`src/rtl/carregador_programa_pkg.sv`:
```
// Shared types and constants for the boot-time program loader.
// Latency: n/a (declarations only).
// Backpressure: n/a.
package pacote_carregador;

    typedef enum logic [2:0] {
        CAB0,
        CAB1,
        RECEBE,
        ESCREVE,
        CHK,
        FIM,
        ERRO
    } estado_t;

    localparam int          BYTES_CAB     = 2;
    localparam int          BYTES_PALAVRA = 4;
    localparam logic [31:0] INSTR_BOLHA   = 32'd0;

    // Width of the word-count field carried in the image header
    localparam int          LARGURA_N     = 8 * BYTES_CAB;

endpackage

```
`src/rtl/carregador_programa_montador_palavra.sv`:
```
// Packs an MSB-first byte stream into 32-bit words.
// Latency: palavra_cheia flags the 4th byte combinationally; the word is registered one cycle later.
// Backpressure: none of its own; only counts bytes the parent actually accepted.
module montador_palavra
    import pacote_carregador::*;
(
    input  logic        clock,
    input  logic        reset,
    input  logic [7:0]  byte_dado,
    input  logic        aceita,
    input  logic        limpa,
    output logic [31:0] palavra,
    output logic        palavra_cheia
);

    localparam int LARGURA_CONT = $clog2(BYTES_PALAVRA);

    logic [31:0]             palavra_q, palavra_d;
    logic [LARGURA_CONT-1:0] cont_q, cont_d;

    // Shift in each accepted byte; clearing wins so a fresh word starts after every write
    always_comb begin
        palavra_d = palavra_q;
        cont_d    = cont_q;
        if (limpa) begin
            palavra_d = '0;
            cont_d    = '0;
        end else if (aceita) begin
            palavra_d = {palavra_q[23:0], byte_dado};
            cont_d    = cont_q + LARGURA_CONT'(1);
        end
    end

    // Shift register and byte counter, synchronous active-low clear
    always_ff @(posedge clock) begin
        if (!reset) begin
            palavra_q <= '0;
            cont_q    <= '0;
        end else begin
            palavra_q <= palavra_d;
            cont_q    <= cont_d;
        end
    end

    assign palavra       = palavra_q;
    assign palavra_cheia = aceita && (cont_q == LARGURA_CONT'(BYTES_PALAVRA - 1));

endmodule

```
`src/rtl/carregador_programa.sv`:
```
// Boot loader: receives an image byte stream, writes it to instruction memory, then hands the port to the CPU.
// Latency: write strobe one cycle after the 4th byte of a word; CPU read path is combinational once loaded.
// Backpressure: byte_pronto drops during the write cycle and in FIM/ERRO. Optional CARREGADOR_CHECKSUM_EN adds a trailing XOR check byte.
module carregador_programa
    import pacote_carregador::*;
#(
    parameter int NUM_PALAVRAS = 141,
    parameter int LARGURA_END  = 10
) (
    input  logic                   clock,
    input  logic                   reset,
    input  logic [7:0]             byte_dado,
    input  logic                   byte_valido,
    output logic                   byte_pronto,
    input  logic [31:0]            cpu_endereco,
    output logic [31:0]            cpu_instrucao,
    output logic                   cpu_parado,
    output logic [LARGURA_END-1:0] mem_endereco,
    output logic                   mem_escrita,
    output logic [31:0]            mem_dado,
    input  logic [31:0]            mem_instrucao,
    output logic                   carga_concluida,
    output logic                   erro
);

`ifdef CARREGADOR_CHECKSUM_EN
    localparam estado_t APOS_CARGA = CHK;
`else
    localparam estado_t APOS_CARGA = FIM;
`endif

    estado_t                estado_q, estado_d;
    logic [LARGURA_N-1:0]   n_q, n_d;
    logic [LARGURA_END-1:0] ptr_q, ptr_d;

    logic                   transf;
    logic [LARGURA_N-1:0]   n_cab;
    logic [LARGURA_N-1:0]   ptr_prox_ext;
    logic [31:0]            palavra;
    logic                   palavra_cheia;

    // Upper fetch-address bits do not reach the memory
    logic                   endereco_alto_unused;
    assign endereco_alto_unused = ^cpu_endereco[31:LARGURA_END];

    assign transf       = byte_valido && byte_pronto;
    assign n_cab        = {n_q[LARGURA_N-1:8], byte_dado};
    assign ptr_prox_ext = LARGURA_N'(ptr_q) + LARGURA_N'(1);

    montador_palavra u_montador (
        .clock         (clock),
        .reset         (reset),
        .byte_dado     (byte_dado),
        .aceita        (transf && (estado_q == RECEBE)),
        .limpa         (estado_q == ESCREVE),
        .palavra       (palavra),
        .palavra_cheia (palavra_cheia)
    );

`ifdef CARREGADOR_CHECKSUM_EN
    logic [7:0] chk_q, chk_d;

    // Running XOR over header and word bytes
    always_comb begin
        chk_d = chk_q;
        if (transf && (estado_q == CAB0 || estado_q == CAB1 || estado_q == RECEBE)) begin
            chk_d = chk_q ^ byte_dado;
        end
    end

    // Checksum accumulator register
    always_ff @(posedge clock) begin
        if (!reset) begin
            chk_q <= '0;
        end else begin
            chk_q <= chk_d;
        end
    end
`endif

    // Next-state, header capture and write-pointer advance
    always_comb begin
        estado_d = estado_q;
        n_d      = n_q;
        ptr_d    = ptr_q;
        case (estado_q)
            CAB0: begin
                if (transf) begin
                    n_d[LARGURA_N-1:8] = byte_dado;
                    estado_d           = CAB1;
                end
            end
            CAB1: begin
                if (transf) begin
                    n_d[7:0] = byte_dado;
                    if (n_cab == '0) begin
                        estado_d = APOS_CARGA;
                    end else if (n_cab > LARGURA_N'(NUM_PALAVRAS)) begin
                        estado_d = ERRO;
                    end else begin
                        estado_d = RECEBE;
                    end
                end
            end
            RECEBE: begin
                if (palavra_cheia) begin
                    estado_d = ESCREVE;
                end
            end
            ESCREVE: begin
                // Pointer stops at N-1 so it can never wrap
                if (ptr_prox_ext == n_q) begin
                    estado_d = APOS_CARGA;
                end else begin
                    ptr_d    = ptr_q + LARGURA_END'(1);
                    estado_d = RECEBE;
                end
            end
`ifdef CARREGADOR_CHECKSUM_EN
            CHK: begin
                if (transf) begin
                    estado_d = (byte_dado == chk_q) ? FIM : ERRO;
                end
            end
`endif
            default: begin
                estado_d = estado_q;
            end
        endcase
    end

    // State, word count and pointer registers
    always_ff @(posedge clock) begin
        if (!reset) begin
            estado_q <= CAB0;
            n_q      <= '0;
            ptr_q    <= '0;
        end else begin
            estado_q <= estado_d;
            n_q      <= n_d;
            ptr_q    <= ptr_d;
        end
    end

    // Handshake, write port and CPU/loader arbitration
    always_comb begin
        byte_pronto     = 1'b0;
        mem_escrita     = 1'b0;
        mem_dado        = 32'd0;
        mem_endereco    = ptr_q;
        cpu_instrucao   = INSTR_BOLHA;
        cpu_parado      = 1'b1;
        carga_concluida = 1'b0;
        erro            = 1'b0;
        case (estado_q)
            CAB0, CAB1, RECEBE, CHK: begin
                byte_pronto = reset;
            end
            ESCREVE: begin
                mem_escrita = 1'b1;
                mem_dado    = palavra;
            end
            FIM: begin
                mem_endereco    = cpu_endereco[LARGURA_END-1:0];
                cpu_instrucao   = mem_instrucao;
                cpu_parado      = 1'b0;
                carga_concluida = 1'b1;
            end
            ERRO: begin
                erro = 1'b1;
            end
            default: begin
                byte_pronto = 1'b0;
            end
        endcase
    end

endmodule

```
`config.mk`:
```
export PLATFORM = sky130hd
export DESIGN_NAME = carregador_programa
export DESIGN_NICKNAME = d
export VERILOG_FILES = /design/src/rtl/carregador_programa_pkg.sv /design/src/rtl/carregador_programa_montador_palavra.sv /design/src/rtl/carregador_programa.sv
export SDC_FILE = /design/constraint.sdc
export NUM_CORES = 1
export LEC_CHECK = 0
export CAP_MARGIN = 20
export CORE_UTILIZATION = 42
export DETAILED_ROUTE_END_ITERATION = 8
export GPL_ROUTABILITY_DRIVEN = 0
export GPL_TIMING_DRIVEN = 0
export PLACE_DENSITY = 0.83
export RECOVER_POWER = 50
export SYNTH_ARGS = -nofsm -noshare
export SYNTH_HDL_FRONTEND = slang
export SYNTH_SLANG_ARGS = --single-unit
```
`constraint.sdc`:
```
create_clock -name clock -period 3.2 [get_ports clock]
set_input_delay 0.64 -clock clock [delete_from_list [all_inputs] [get_ports clock]]
set_output_delay 0.64 -clock clock [all_outputs]
set_load 0.005 [all_outputs]
```
Word-level counts from Yosys, hierarchy flattened:

Cells that the tools add are included.

* bitwise gates (word level): 2
* order comparisons: 1
* mux-type cells: 15
* equal/unequal tests: 11
* $add $sub $neg: 3
* reduce and logical (&&, ||, !) cells: 12

Operators with widths (count)
* $mux 32: 2
* $mux 3: 6
* $eq 11x16->1: 1
* $gt 16x8->1 const B: 1
* $logic_not 16->1: 1
* $pmux 3 s4: 1
* $add 10x1->11 const B: 1
* $add 10x1->10 const B: 1
* $mux 10: 1
* $eq 3x3->1 const B: 3
* $eq 3x2->1 const B: 2
* $ne 2x2->1 const B: 3
* $reduce_and 2->1: 3
* $mux 1: 5
* $reduce_and 4->1: 1
* $reduce_bool 4->1: 1
* $reduce_or 4->1: 1
* $eq 3x1->1 const B: 1
* $logic_and 1x1->1: 3
* $logic_not 3->1: 1
* $add 2x1->2 const B: 1
* $eq 2x2->1 const B: 1
* $not 1->1: 2
* $reduce_or 2->1: 1

* word-level logic and storage cells: 50
* bits of input ports: 75
* register bits: 63
* output and inout bits: 79

Depth between registers and ports, before layout:

* depth in word-level cells: 8
* gate-level depth with buffers: 9
* depth with buffers taken out: 8

By module:

From an unflattened synthesis, not the netlist that was laid out.

* cells, all modules: 397
* area, all modules: 3537.1 um2

By module, submodules not included
* carregador_programa: cells an instance 284, instances 1, area an instance 2264.7 um2, sequential area each 580.6 um2
* montador_palavra: cells an instance 113, instances 1, area an instance 1272.5 um2, sequential area each 680.7 um2

Worst setup path before layout:

No wires, ideal clock.

* kind: flip-flop to flip-flop
* start point: reg ptr_q[0]
* end point: reg ptr_q[4]
* setup time: 0.087 ns
* arrival: 2.288 ns
* path buffers: 1
* data required time: 3.113 ns
* slack: 0.825 ns
* stages on the path, launching flop included: 10
* path through: dfxtp_1 ha_1 nand4_1 a2111oi_2 nor3_1 or4_4 o21ai_4 buf_6 o211ai_1 o31ai_1

* word-level cells in the longest chain between the ends: 4
* elaborated cells between the ends (all ways): 5

Ends and longest elaborated chain
* start: declaration: RTL line carregador_programa.sv:34 `logic [LARGURA_END-1:0] ptr_q, ptr_d;`
* start signal: assignment: RTL line carregador_programa.sv:141 `ptr_q <= ptr_d;`
* $add 10x1->11: RTL line carregador_programa.sv:48 `assign ptr_prox_ext = LARGURA_N'(ptr_q) + LARGURA_N'(1);`
* $eq 11x16->1: RTL line carregador_programa.sv:112 `if (ptr_prox_ext == n_q) begin`
* $not 1->1 (no source line)
* $reduce_and 2->1 (no source line)

Several ways; a longest one is shown, not always the timed one.
A chain may end at the register's enable or synchronous reset.

Worst setup path after layout:

* start point: reg estado_q[2]
* end point: out mem_endereco[8]

* word-level cells in the longest chain between the ends: 2

Ends and longest elaborated chain
* start: declaration: RTL line carregador_programa.sv:32 `estado_t estado_q, estado_d;`
* start signal: assignment: RTL line carregador_programa.sv:139 `estado_q <= estado_d;`
* $eq 3x3->1: RTL line carregador_programa.sv:155 `case (estado_q)`
* $mux 10: RTL line carregador_programa.sv:155
* end: declaration: RTL line carregador_programa.sv:18 `output logic [LARGURA_END-1:0] mem_endereco,`

No other way between the ends.

==> metrics.txt <==
row cnt 32; clock transition at the registers of the reported paths roughly 70 ps; Via Count 3530; final net count 650; post-CTS sizing 2; WHS approximately 450 ps; Ports between 150 and 200; Crit. End Element primary output; Least-Margin Pin Slew approximately 1400 ps; Synth Flop Type dfxtp_1; Final Skew 8.07 ps; Starting Density between 40% and 50%; Mapped Cells approximately 430; Min Clock Period, post-route slightly above 3000 ps; share of cells above drive strength 1 7.27%; residual DRC count 0; largest net degree at the start of global routing 12; worst slew margin relative to its limit ~3.6%; most frequent cells in the layout clkdlybuf4s50_1 (128), nand2_1 (82), and2_1 (67), dfxtp_1 (63), a21oi_1 (40); RSZ-0062 raised after global routing false; P_int between 1 and 1.5 mW; FFs w/ async S/R, synth 0%; Clk Latency, worst-skew pair roughly 340 ps; CTS tree yes; leakage ~1.8 nW; clock power share between 30% and 40%; postcts setup bufs 0; Antenna Nets Post-Route 0; Final setup viols 0; Pre-antenna DRT Iters 5; Mapped Nets a little over 500; grt ovf 0; post-placement worst setup slack approximately 180 ps; EDFF count, synth 0; Pwr Density around 330 mW/mm^2; Max-Cap Viols 0; fin crit share ~95%; vias per cell between 5 and 6; Inserted Clock Buffers 9; initial antenna violation count 0; sequential fraction of the synthesis area approximately 37%; number of global-route vias before repair 3274; Seq cells post-synth 63; Slew Viols, Final 0; syn_area_per_cell 7.95 sq um; first-pass GRT wire length around 16 mm; clk buf depth 2; Mapped Area approximately 0.0034 sq mm; CP required 2560 ps; fmax ~330 MHz; switching part of the total about a quarter; Hold Buf Count CTS 0; DR WL/cell 14.2 um; initial drt markers 210; commonest non-fill, non-tap cell in the layout clkdlybuf4s50_1; DIE AREA 0.00858 sq mm; Final Hold Fails 0; Ant. Diodes 0; Crit Path Class reg -> out; fin worst setup slack 149 ps; Cell Count, Final, Fillers Out about 700; H-tree levels 3; Max FO, Critical Path 10; area delta synth->final 46.9%; final wirelength 9.62 mm; Die Y just over 90 um; YS warnings 0; fin util approximately 65%; post-DP HPWL 7.43 mm; critical path launch point type flop; CP arrival between 2000 and 2500 ps; core area 0.00785 sq mm; Combinational Power Share approximately an eighth; sequential power share between 40% and 50%; Switch Pwr approximately 420 uW; worst hold-check path type reg -> reg; setup TNS 0 ps; Sink Count 63; GRT Util Overall 22.7%; Die Wd 92.6 um; number of port buffers 130; peak supply drop between 0.2 and 0.3 mV; Cells after DPL approximately 670; Synth cell types 52; CTS Root Cell clkbuf_8; status finished, final reports clean
## power by group through the flow
| stage | clock [mW] | sequential (mW) | combinational [mW] |
|---|---|---|---|
| after floorplan | 0 | 0.822 | 0.101 |
| after global routing | 0.714 | 0.812 | 0.226 |
| after detailed placement | 0 | 0.826 | 0.207 |
| after global placement | 0 | 0.825 | 0.201 |
| final | 0.668 | 0.811 | 0.208 |
| after CTS | 0.675 | 0.808 | 0.208 |
## routing by layer
metal	up-vias	global-route usage, %	wire (um)	part of all wire [%]
met5	-	0	0	0
met4	0	7.44	145	1.5
met3	23	5.01	667	6.9
met2	138	38.5	4670	49
met1	1638	28.6	4140	43
li1	1731	-	-	-
## path summary, 6_finish.rpt
check,startpoint,to,slack (ps),cells after the start
worst max-delay path,estado_q[2],mem_endereco[8],150,5
worst min-delay path,u_montador.palavra[24],u_montador.palavra[24],450,2
worst max register to register,ptr_q[0],ptr_q[2],320,9
worst min register to register,u_montador.palavra[24],u_montador.palavra[24],450,2
## worst max-delay path: stages, from the launching register on
cell	delay, ps
dfxtp_1	310
clkbuf_1	340
and3_2	390
clkbuf_2	240
mux2_2	350
clkdlybuf4s50_1	450
## registers in the layout, indices dropped and copies added (netlist names)
register            count
estado_q                3
n_q                    16
ptr_q                  10
u_montador.cont_q       2
u_montador.palavra     32
## cell type report
cell class | count | area (sq um)
fillers | 666 | 2780
multi-input cells | 332 | 2020
repair buffers | 130 | 1300
flip-flops and latches | 63 | 1260
plain buffers | 32 | 146
clock buffers | 10 | 128
well taps | 102 | 128
clock inverters | 6 | 61.3
inverters | 5 | 18.8
## Yosys cell counts, types with 5 or more instances
cell type / number / share of area [%]
inv_1: 5 / 0.54
clkbuf_1: 27 / 2.9
nand2b_1: 5 / 0.91
xnor2_1: 7 / 1.8
nor2_1: 6 / 0.65
or3_1: 6 / 1.1
nor2b_1: 19 / 3.4
and2_1: 67 / 12
a21oi_1: 40 / 5.8
xor2_1: 5 / 1.3
mux2i_1: 17 / 4.9
dfxtp_1: 63 / 37
nor3_1: 7 / 1.0
o21ai_0: 6 / 0.87
and3_1: 5 / 0.91
nand2_1: 82 / 8.9
mux2_2: 8 / 2.6
## cell families (layout without fill, tap and decap cells)
kind of cell             Yosys count  in the layout  synth area share [%]
buffers and inverters             39            183                  4.90
XOR/XNOR                          12             12                  3.05
AO/OA/AOI/OAI                     75             75                  13.6
adder cells (fa/ha/maj)            2              2                 0.726
flip-flops                        63             63                  36.6
AND/OR/NAND/NOR                  218            218                  33.6
multiplexers                      25             25                  7.55
## metrics by stage
stage | area [sq um] | total power, mW
after floorplan | 3450 | 0.923
after global placement | 4880 | 1.03
after detailed placement | 4880 | 1.03
after CTS | 5070 | 1.69
after global routing | 5070 | 1.75
final | 5070 | 1.69
Power figures use the tool's default switching activity.
